<file path="config.mk">
export PLATFORM = sky130hd
export DESIGN_NAME = alu_arbiter
export DESIGN_NICKNAME = d
export VERILOG_FILES = /design/src/rtl/alu_arbiter.sv
export SDC_FILE = /design/constraint.sdc
export NUM_CORES = 1
export LEC_CHECK = 0
export CORE_MARGIN = 2
export CORE_UTILIZATION = 51
export CTS_CLUSTER_DIAMETER = 60
export DETAILED_ROUTE_END_ITERATION = 7
export GPL_ROUTABILITY_DRIVEN = 0
export PLACE_DENSITY = 0.79
export SLEW_MARGIN = 25
export SYNTH_ARGS = -nofsm -noshare
export SYNTH_HDL_FRONTEND = slang
export SYNTH_SLANG_ARGS = --single-unit
</file>
<file path="constraint.sdc">
create_clock -name i_clk -period 3.52 [get_ports i_clk]
set_input_delay 0.704 -clock i_clk [delete_from_list [all_inputs] [get_ports i_clk]]
set_output_delay 0.704 -clock i_clk [all_outputs]
set_load 0.02 [all_outputs]
</file>
<file path="src/rtl/alu_arbiter.sv">
// Two-requester front end sharing one ALU: grants one request at a time,
// computes it in a single cycle and holds the response until the requester accepts it.

package alu_pkg;
  localparam int ALU_ADD = 8'h00;
  localparam int ALU_SUB = 8'h01;
  localparam int ALU_AND = 8'h02;
  localparam int ALU_OR  = 8'h03;
  localparam int ALU_XOR = 8'h04;
  localparam int ALU_SLL = 8'h05;
  localparam int ALU_SRL = 8'h06;
  localparam int ALU_SRA = 8'h07;
  localparam int ALU_SLT = 8'h08;
endpackage

module alu #(
  parameter int DATA_W = 32,
  parameter int OP_W   = 8
) (
  input  logic [DATA_W-1:0] op1,
  input  logic [DATA_W-1:0] op2,
  input  logic [OP_W-1:0]   op,
  output logic [DATA_W-1:0] result,
  output logic              illegal
);
  import alu_pkg::*;

  localparam int SH_W = $clog2(DATA_W);

  logic [SH_W-1:0] shamt;
  assign shamt = op2[SH_W-1:0];

  always_comb begin
    result  = '0;
    illegal = 1'b0;
    case (op)
      OP_W'(ALU_ADD): result = op1 + op2;
      OP_W'(ALU_SUB): result = op1 - op2;
      OP_W'(ALU_AND): result = op1 & op2;
      OP_W'(ALU_OR):  result = op1 | op2;
      OP_W'(ALU_XOR): result = op1 ^ op2;
      OP_W'(ALU_SLL): result = op1 << shamt;
      OP_W'(ALU_SRL): result = op1 >> shamt;
      OP_W'(ALU_SRA): result = DATA_W'($signed(op1) >>> shamt);
      OP_W'(ALU_SLT): result = {{(DATA_W-1){1'b0}}, (op1 < op2)};
      default:        illegal = 1'b1;
    endcase
  end
endmodule

module alu_arbiter #(
  parameter int DATA_W = 32,
  parameter int OP_W   = 8
) (
  input  logic              i_clk,
  input  logic              i_rst_n,
  input  logic [1:0]        i_req_valid,
  output logic [1:0]        o_req_ready,
  input  logic [DATA_W-1:0] i_req0_op1,
  input  logic [DATA_W-1:0] i_req0_op2,
  input  logic [DATA_W-1:0] i_req1_op1,
  input  logic [DATA_W-1:0] i_req1_op2,
  input  logic [OP_W-1:0]   i_req0_op,
  input  logic [OP_W-1:0]   i_req1_op,
  output logic [1:0]        o_rsp_valid,
  input  logic [1:0]        i_rsp_ready,
  output logic [DATA_W-1:0] o_rsp_data,
  output logic              o_rsp_err,
  output logic              o_busy,
  output logic [1:0]        o_dbg_state
);
  // Handshake: a beat moves on a rising edge where valid[k] & ready[k]; valid never
  // waits on ready, and a response holds data/err stable until its own ready bit is seen.
  typedef enum logic [1:0] {IDLE = 2'd0, EXEC = 2'd1, RESP = 2'd2} state_t;

  state_t            state;
  logic              prio;
  logic              id;
  logic [DATA_W-1:0] op1_q;
  logic [DATA_W-1:0] op2_q;
  logic [OP_W-1:0]   op_q;
  logic [DATA_W-1:0] alu_result;
  logic              alu_illegal;
  logic [1:0]        grant;

  alu #(.DATA_W(DATA_W), .OP_W(OP_W)) u_alu (
    .op1     (op1_q),
    .op2     (op2_q),
    .op      (op_q),
    .result  (alu_result),
    .illegal (alu_illegal)
  );

  // Contention is settled by the pointer, which always names the requester that lost last.
  always_comb begin
    grant = 2'b00;
    if (state == IDLE) begin
      case (i_req_valid)
        2'b01:   grant = 2'b01;
        2'b10:   grant = 2'b10;
        2'b11:   grant = prio ? 2'b10 : 2'b01;
        default: grant = 2'b00;
      endcase
    end
  end

  assign o_req_ready = grant;
  assign o_busy      = (state != IDLE);
  assign o_dbg_state = state;

  always_ff @(posedge i_clk or negedge i_rst_n) begin
    if (!i_rst_n) begin
      state       <= IDLE;
      prio        <= 1'b0;
      id          <= 1'b0;
      op1_q       <= '0;
      op2_q       <= '0;
      op_q        <= '0;
      o_rsp_valid <= 2'b00;
      o_rsp_data  <= '0;
      o_rsp_err   <= 1'b0;
    end else begin
      case (state)
        IDLE: begin
          if (grant != 2'b00) begin
            id    <= grant[1];
            op1_q <= grant[1] ? i_req1_op1 : i_req0_op1;
            op2_q <= grant[1] ? i_req1_op2 : i_req0_op2;
            op_q  <= grant[1] ? i_req1_op  : i_req0_op;
            prio  <= ~grant[1];
            state <= EXEC;
          end
        end
        EXEC: begin
          o_rsp_data  <= alu_result;
          o_rsp_err   <= alu_illegal;
          o_rsp_valid <= id ? 2'b10 : 2'b01;
          state       <= RESP;
        end
        RESP: begin
          if (i_rsp_ready[id]) begin
            o_rsp_valid <= 2'b00;
            state       <= IDLE;
          end
        end
        default: state <= IDLE;
      endcase
    end
  end
endmodule

</file>
Word level (Yosys, flattened, before mapping)
Cells that the tools add are included.
{"block": "classes", "n_addsub": 2, "magnitude_cmp": 2, "eq_ne": 15, "shift": 3, "n_mux": 15, "bitwise_logic": 4, "n_reduce_logical": 9}
{"cell": "32-bit one-hot mux with 9 select lines", "n": 1}
{"cell": "32-bit two-way mux", "n": 2}
{"cell": "32-bit adder", "n": 1}
{"cell": "32-bit bitwise AND", "n": 1}
{"cell": "8-bit by 3-bit equality test with 1-bit output (second input constant)", "n": 4}
{"cell": "32-bit less-than comparator", "n": 1}
{"cell": "32-bit OR", "n": 1}
{"cell": "32-bit by 5-bit << shifter with 32-bit output", "n": 1}
{"cell": "32-bit by 5-bit >> shifter with 32-bit output", "n": 1}
{"cell": "32-bit by 5-bit >>> shifter with 32-bit output", "n": 1}
{"cell": "32-bit subtractor", "n": 1}
{"cell": "32-bit bitwise XOR", "n": 1}
{"cell": "8-bit by 2-bit equality test with 1-bit output (second input constant)", "n": 2}
{"cell": "2-bit one-hot mux with 3 select lines", "n": 2}
{"cell": "2-bit two-way mux", "n": 5}
{"cell": "9-bit OR reduction", "n": 1}
{"cell": "8-bit by 1-bit equality test with 1-bit output (second input constant)", "n": 1}
{"cell": "8-bit by 4-bit equality test with 1-bit output (second input constant)", "n": 1}
{"cell": "8-bit logical NOT", "n": 1}
{"cell": "8-bit two-way mux", "n": 1}
{"cell": "2-bit equality test (second input constant)", "n": 3}
{"cell": "2-bit AND reduction", "n": 3}
{"cell": "2-bit nonzero test", "n": 3}
{"cell": "2-bit by 1-bit equality test with 1-bit output (second input constant)", "n": 2}
{"cell": "7 further kinds", "n": 9}
{"block": "totals", "ff_bits": 111, "input_bits": 150, "out_inout_bits": 40, "word_cells": 59}

Longest topological paths before layout
{"block": "depth", "ltp_word": 6, "mapped_depth": 15, "mapped_depth_nobuf": 13}

Hierarchy
Synthesis repeated with hierarchy kept, for this count alone.
{"block": "unflattened", "cells_unflattened": 1775, "area_unflattened_um2": 13918.3}
{"mod": "alu", "instances": 1, "cells_each": 1348, "area_per_inst_um2": 9047.4, "seq_area_each_um2": 0.0}
{"mod": "alu_arbiter", "instances": 1, "cells_each": 427, "area_per_inst_um2": 4870.9, "seq_area_each_um2": 2777.7}

Worst setup path after synthesis
Ideal clock, no wire load.
{"block": "synth_path", "path_kind": "reg2reg", "from": "reg op2_q[2]", "to": "reg o_rsp_data[28]", "setup_time_ns": 0.086, "t_arrival_ns": 3.428, "t_required_ns": 3.434, "setup_slack_ns": 0.006, "stages_incl_launch_ff": 16, "n_path_buf": 3, "period_less_slack_ns": 3.514, "cell_sequence": "dfrtp_1 -> clkbuf_1 -> inv_1 -> buf_2 -> clkbuf_1 -> ha_1 -> nor2_1 -> o311a_1 -> a311o_1 -> a21oi_2 -> o311a_4 -> o21a_4 -> o311ai_4 -> a211oi_2 -> nand3b_1 -> a32oi_1"}
{"block": "synth_between", "elab_chain_cells": 2, "word_cells_on_any_way": 6, "cone_classes": "add/sub: 2; shift: 3; mux: 1"}
{"element": "start, declared", "line_no": "80", "source": "logic [DATA_W-1:0] op2_q;"}
{"element": "start signal, assigned", "line_no": "128", "source": "op2_q <= grant[1] ? i_req1_op2 : i_req0_op2;"}
{"element": "32-bit subtractor (tied with other cells)", "line_no": "38", "source": "OP_W'(ALU_SUB): result = op1 - op2;"}
{"element": "32-bit one-hot mux with 9 select lines (*)", "line_no": "36", "source": "case (op)"}
{"element": "end signal, assigned", "line_no": "135", "source": "o_rsp_data <= alu_result;"}
{"element": "end, declared", "line_no": "67", "source": "output logic [DATA_W-1:0] o_rsp_data,"}
Mark *: on every way between the ends. The rest lies on a longest branch, timed or not.
A chain may end at the register's enable or synchronous reset.

Final worst setup path
{"block": "layout_path", "from": "reg op2_q[0]", "to": "reg o_rsp_data[19]"}
The elaborated chain is that of the path after synthesis.

==> results.sh <==
export IMPL_cap_violations=0
export IMPL_timing_fmax_mhz=279
export IMPL_cts_htree_levels=3
export IMPL_rsz0062_at_grt="false"
export IMPL_powerDensity_mw_per_mm2=1120
export IMPL_ys_seq_elements=111
export IMPL_worstSetupStartpointType="register"
export IMPL_cp_data_arrival_time_ns=3.81
export IMPL_end_kind="register"
export IMPL_drv_slew=0
export IMPL_grt_pass1_vias=14042
export IMPL_whs_ns=0.395
export IMPL_ys_warn_count=0
export IMPL_dieArea_mm2=0.0270
export IMPL_synth_seq_area_share_pct=21.2
export IMPL_cts_resized_gates=0
export IMPL_synth_edf_count=0
export IMPL_die_width_um=164
export IMPL_synth_area_mm2=0.0131
export IMPL_r2r_start="op2_q[0]"
export IMPL_layout_min_cycle_time_ns=3.58
export IMPL_io_buffers=189
export IMPL_synth_area_per_cell_um2=7.63
export IMPL_die_y_um=164
export IMPL_clock_latency_ns=0.37
export IMPL_setup_viol=1
export IMPL_layout_drive_gt1_share_pct=9.89
export IMPL_fp_coreArea_mm2=0.0252
export IMPL_cts_sinks=111
export IMPL_cts_hold_buf=0
export IMPL_status="complete, but fails checks"
export IMPL_cp_required_ns=3.75
export IMPL_worstMarginPinSlew_ns=1.01
export IMPL_cts_tree="built"
export IMPL_fin_skew_ns=0.0147
export IMPL_antenna_found_initial=1
export IMPL_clk_pin_slew_ns=0.08
export IMPL_grt_max_degree=103
export IMPL_cts_inserted_buffers=9
export IMPL_clock_root_buffer="clkbuf_16"
export IMPL_initial_core_util_pct=52.0
export IMPL_nNetsFinal=2115
export IMPL_drc=18
export IMPL_grt_pass1_wl_um=78400
export IMPL_grt_overflow=0
export IMPL_synth_nets=1963
export IMPL_yosys_most_used_dff="dfrtp_1"
export IMPL_irDropWorstVdd_mv=0.595
export IMPL_drt_pre_antenna_iters=8
export IMPL_reg2reg_depth=9
export IMPL_path_max_fanout=84
export IMPL_rrSetupSlack_ns=-0.06
export IMPL_stdcell_count=2201
export IMPL_place_inst=2185
export IMPL_finalWorstSetupSlack_ns=-0.0619
export IMPL_wl_um=51600
export IMPL_slew_headroom_pct=32.0
export IMPL_ys_types=92
export IMPL_post_cts_buffers=0
export IMPL_fin_total_pwr_mw=17.8
export IMPL_area_growth_pct=21.2
export IMPL_postLayoutCellArea_mm2=0.0159
export IMPL_via_count=15005
export IMPL_synthArstFlopShare_pct=100
export IMPL_min_path_type="in -> async"
export IMPL_std_cell_rows=58
export IMPL_finalHoldViolCount=0
export IMPL_failed_checks="DRC, setup timing"
export IMPL_rr_endpoint="o_rsp_data[19]"
export IMPL_cts_path_max_buffers=2
export IMPL_wl_per_cell_um=23.4
export IMPL_io_pins=190
export IMPL_dp_hpwl_um=38400
export IMPL_p_leak_nw=6.87
export IMPL_drt_initial_drc_count=2613
export IMPL_postPlaceCellArea_mm2=0.0155
export IMPL_ant_nets=0
export IMPL_min_period_over_period_pct=102
export IMPL_crit_type="reg -> reg"
export IMPL_viasPerCell=6.82
export IMPL_track_usage_pct=38.0
export IMPL_netlist_instances=1714
export IMPL_num_antenna_cells=0
-- stage by stage --
| stage | utilization (%) | TNS (ns) | setup WS [ns] |
|---|---|---|---|
| floorplan | - | 0 | 0.00610 |
| global placement | 61.7 | 0 | 0.240 |
| detailed placement | 61.7 | 0 | 0.171 |
| CTS | 62.9 | 0 | 0.113 |
| global route | 63.0 | 0 | 0.0110 |
| finish | 63.0 | -0.0619 | -0.0619 |
-- cells in the final DEF, fill, tap and decap left out, types with 13 or more instances in the layout --
cell,n
clkdlybuf4s50_1,188
nor2_1,175
nand2_1,166
o21ai_0,153
inv_1,147
a21oi_1,141
dfrtp_1,106
ha_1,97
mux2i_1,83
buf_4,78
a222oi_1,46
nand3_1,29
a211oi_1,26
o211ai_1,25
mux4_2,23
nor3_1,22
mux2_2,21
o221ai_1,19
nand2b_1,18
a221oi_1,17
a21o_1,14
o21bai_1,14
o22ai_1,14
a31oi_1,13
-- worst max-delay path by stage --
stage / from / end / depth (start not counted)
after floorplan: op2_q[2] / o_rsp_data[28] / 15
after global placement: op2_q[0] / o_rsp_data[30] / 12
after detailed placement: op2_q[0] / o_rsp_data[30] / 12
after CTS: op1_q[0] / o_rsp_data[28] / 13
after global routing: op2_q[0] / o_rsp_data[30] / 12
final: op2_q[0] / o_rsp_data[19] / 9
-- state kept, by name (all words and copies together) (netlist names) --
signal,cells
id,1
o_dbg_state,2
o_rsp_data,32
o_rsp_err,1
o_rsp_valid,2
op1_q,32
op2_q,32
op_q,8
prio,1
-- area by class of cell --
type | count | area (µm²)
inverters | 150 | 563
clock buffers | 10 | 239
well taps | 330 | 413
repair buffers | 271 | 2570
flip-flops and latches | 111 | 2790
fillers | 2182 | 9320
clock inverters | 6 | 75.1
multi-input cells | 1323 | 9210
-- cell families (layout without fill, tap and decap cells) --
kind of cell	count (synthesis)	in the layout	synth area share, %
multiplexers	127	127	12.1
AND/OR/NAND/NOR	483	483	16.4
AO/OA/AOI/OAI	600	600	31.1
buffers and inverters	280	437	8.64
XOR/XNOR	14	14	0.937
flip-flops	111	111	21.2
adder cells (fa/ha/maj)	99	99	9.58
-- power breakdown --
part / switching, mW / internal [mW]
Combinational: 8.79 / 5.27
Clock: 0.559 / 0.585
Sequential: 0.805 / 1.79
Total: 10.2 / 7.65
-- synthesized netlist by cell type, types with 17 or more instances --
cell type	count	area, µm²
nor2_1	176	661
nand2_1	166	623
o21ai_0	154	771
inv_1	147	552
a21oi_1	141	706
dfrtp_1	111	2780
ha_1	97	1210
mux2i_1	83	831
clkbuf_1	75	282
a222oi_1	46	460
buf_2	30	150
nand3_1	29	145
a211oi_1	26	195
o211ai_1	25	188
mux4_2	23	518
nor3_1	22	110
mux2_2	21	236
o221ai_1	19	166
nand2b_1	18	113
a221oi_1	17	149
-- critical path, cell delays in order, from the launching register on --
cell	delay (ns)
dfrtp_4	0.46
buf_12	0.37
mux2_2	0.41
mux2_2	0.30
o21ai_0	0.29
o21ai_0	0.42
a21oi_1	0.29
o221ai_1	0.18
a221oi_1	0.54
o21ai_0	0.16
-- metal layers --
| layer | GRT usage [%] | vias to the layer above | wire length [µm] |
|---|---|---|---|
| li1 | - | 6594 | - |
| met1 | 47.3 | 6896 | 18400 |
| met2 | 54.9 | 1212 | 20900 |
| met3 | 12.1 | 303 | 7510 |
| met4 | 28.5 | 0 | 4790 |
| met5 | 0 | - | 0 |
(Power assumes the default switching activity.)
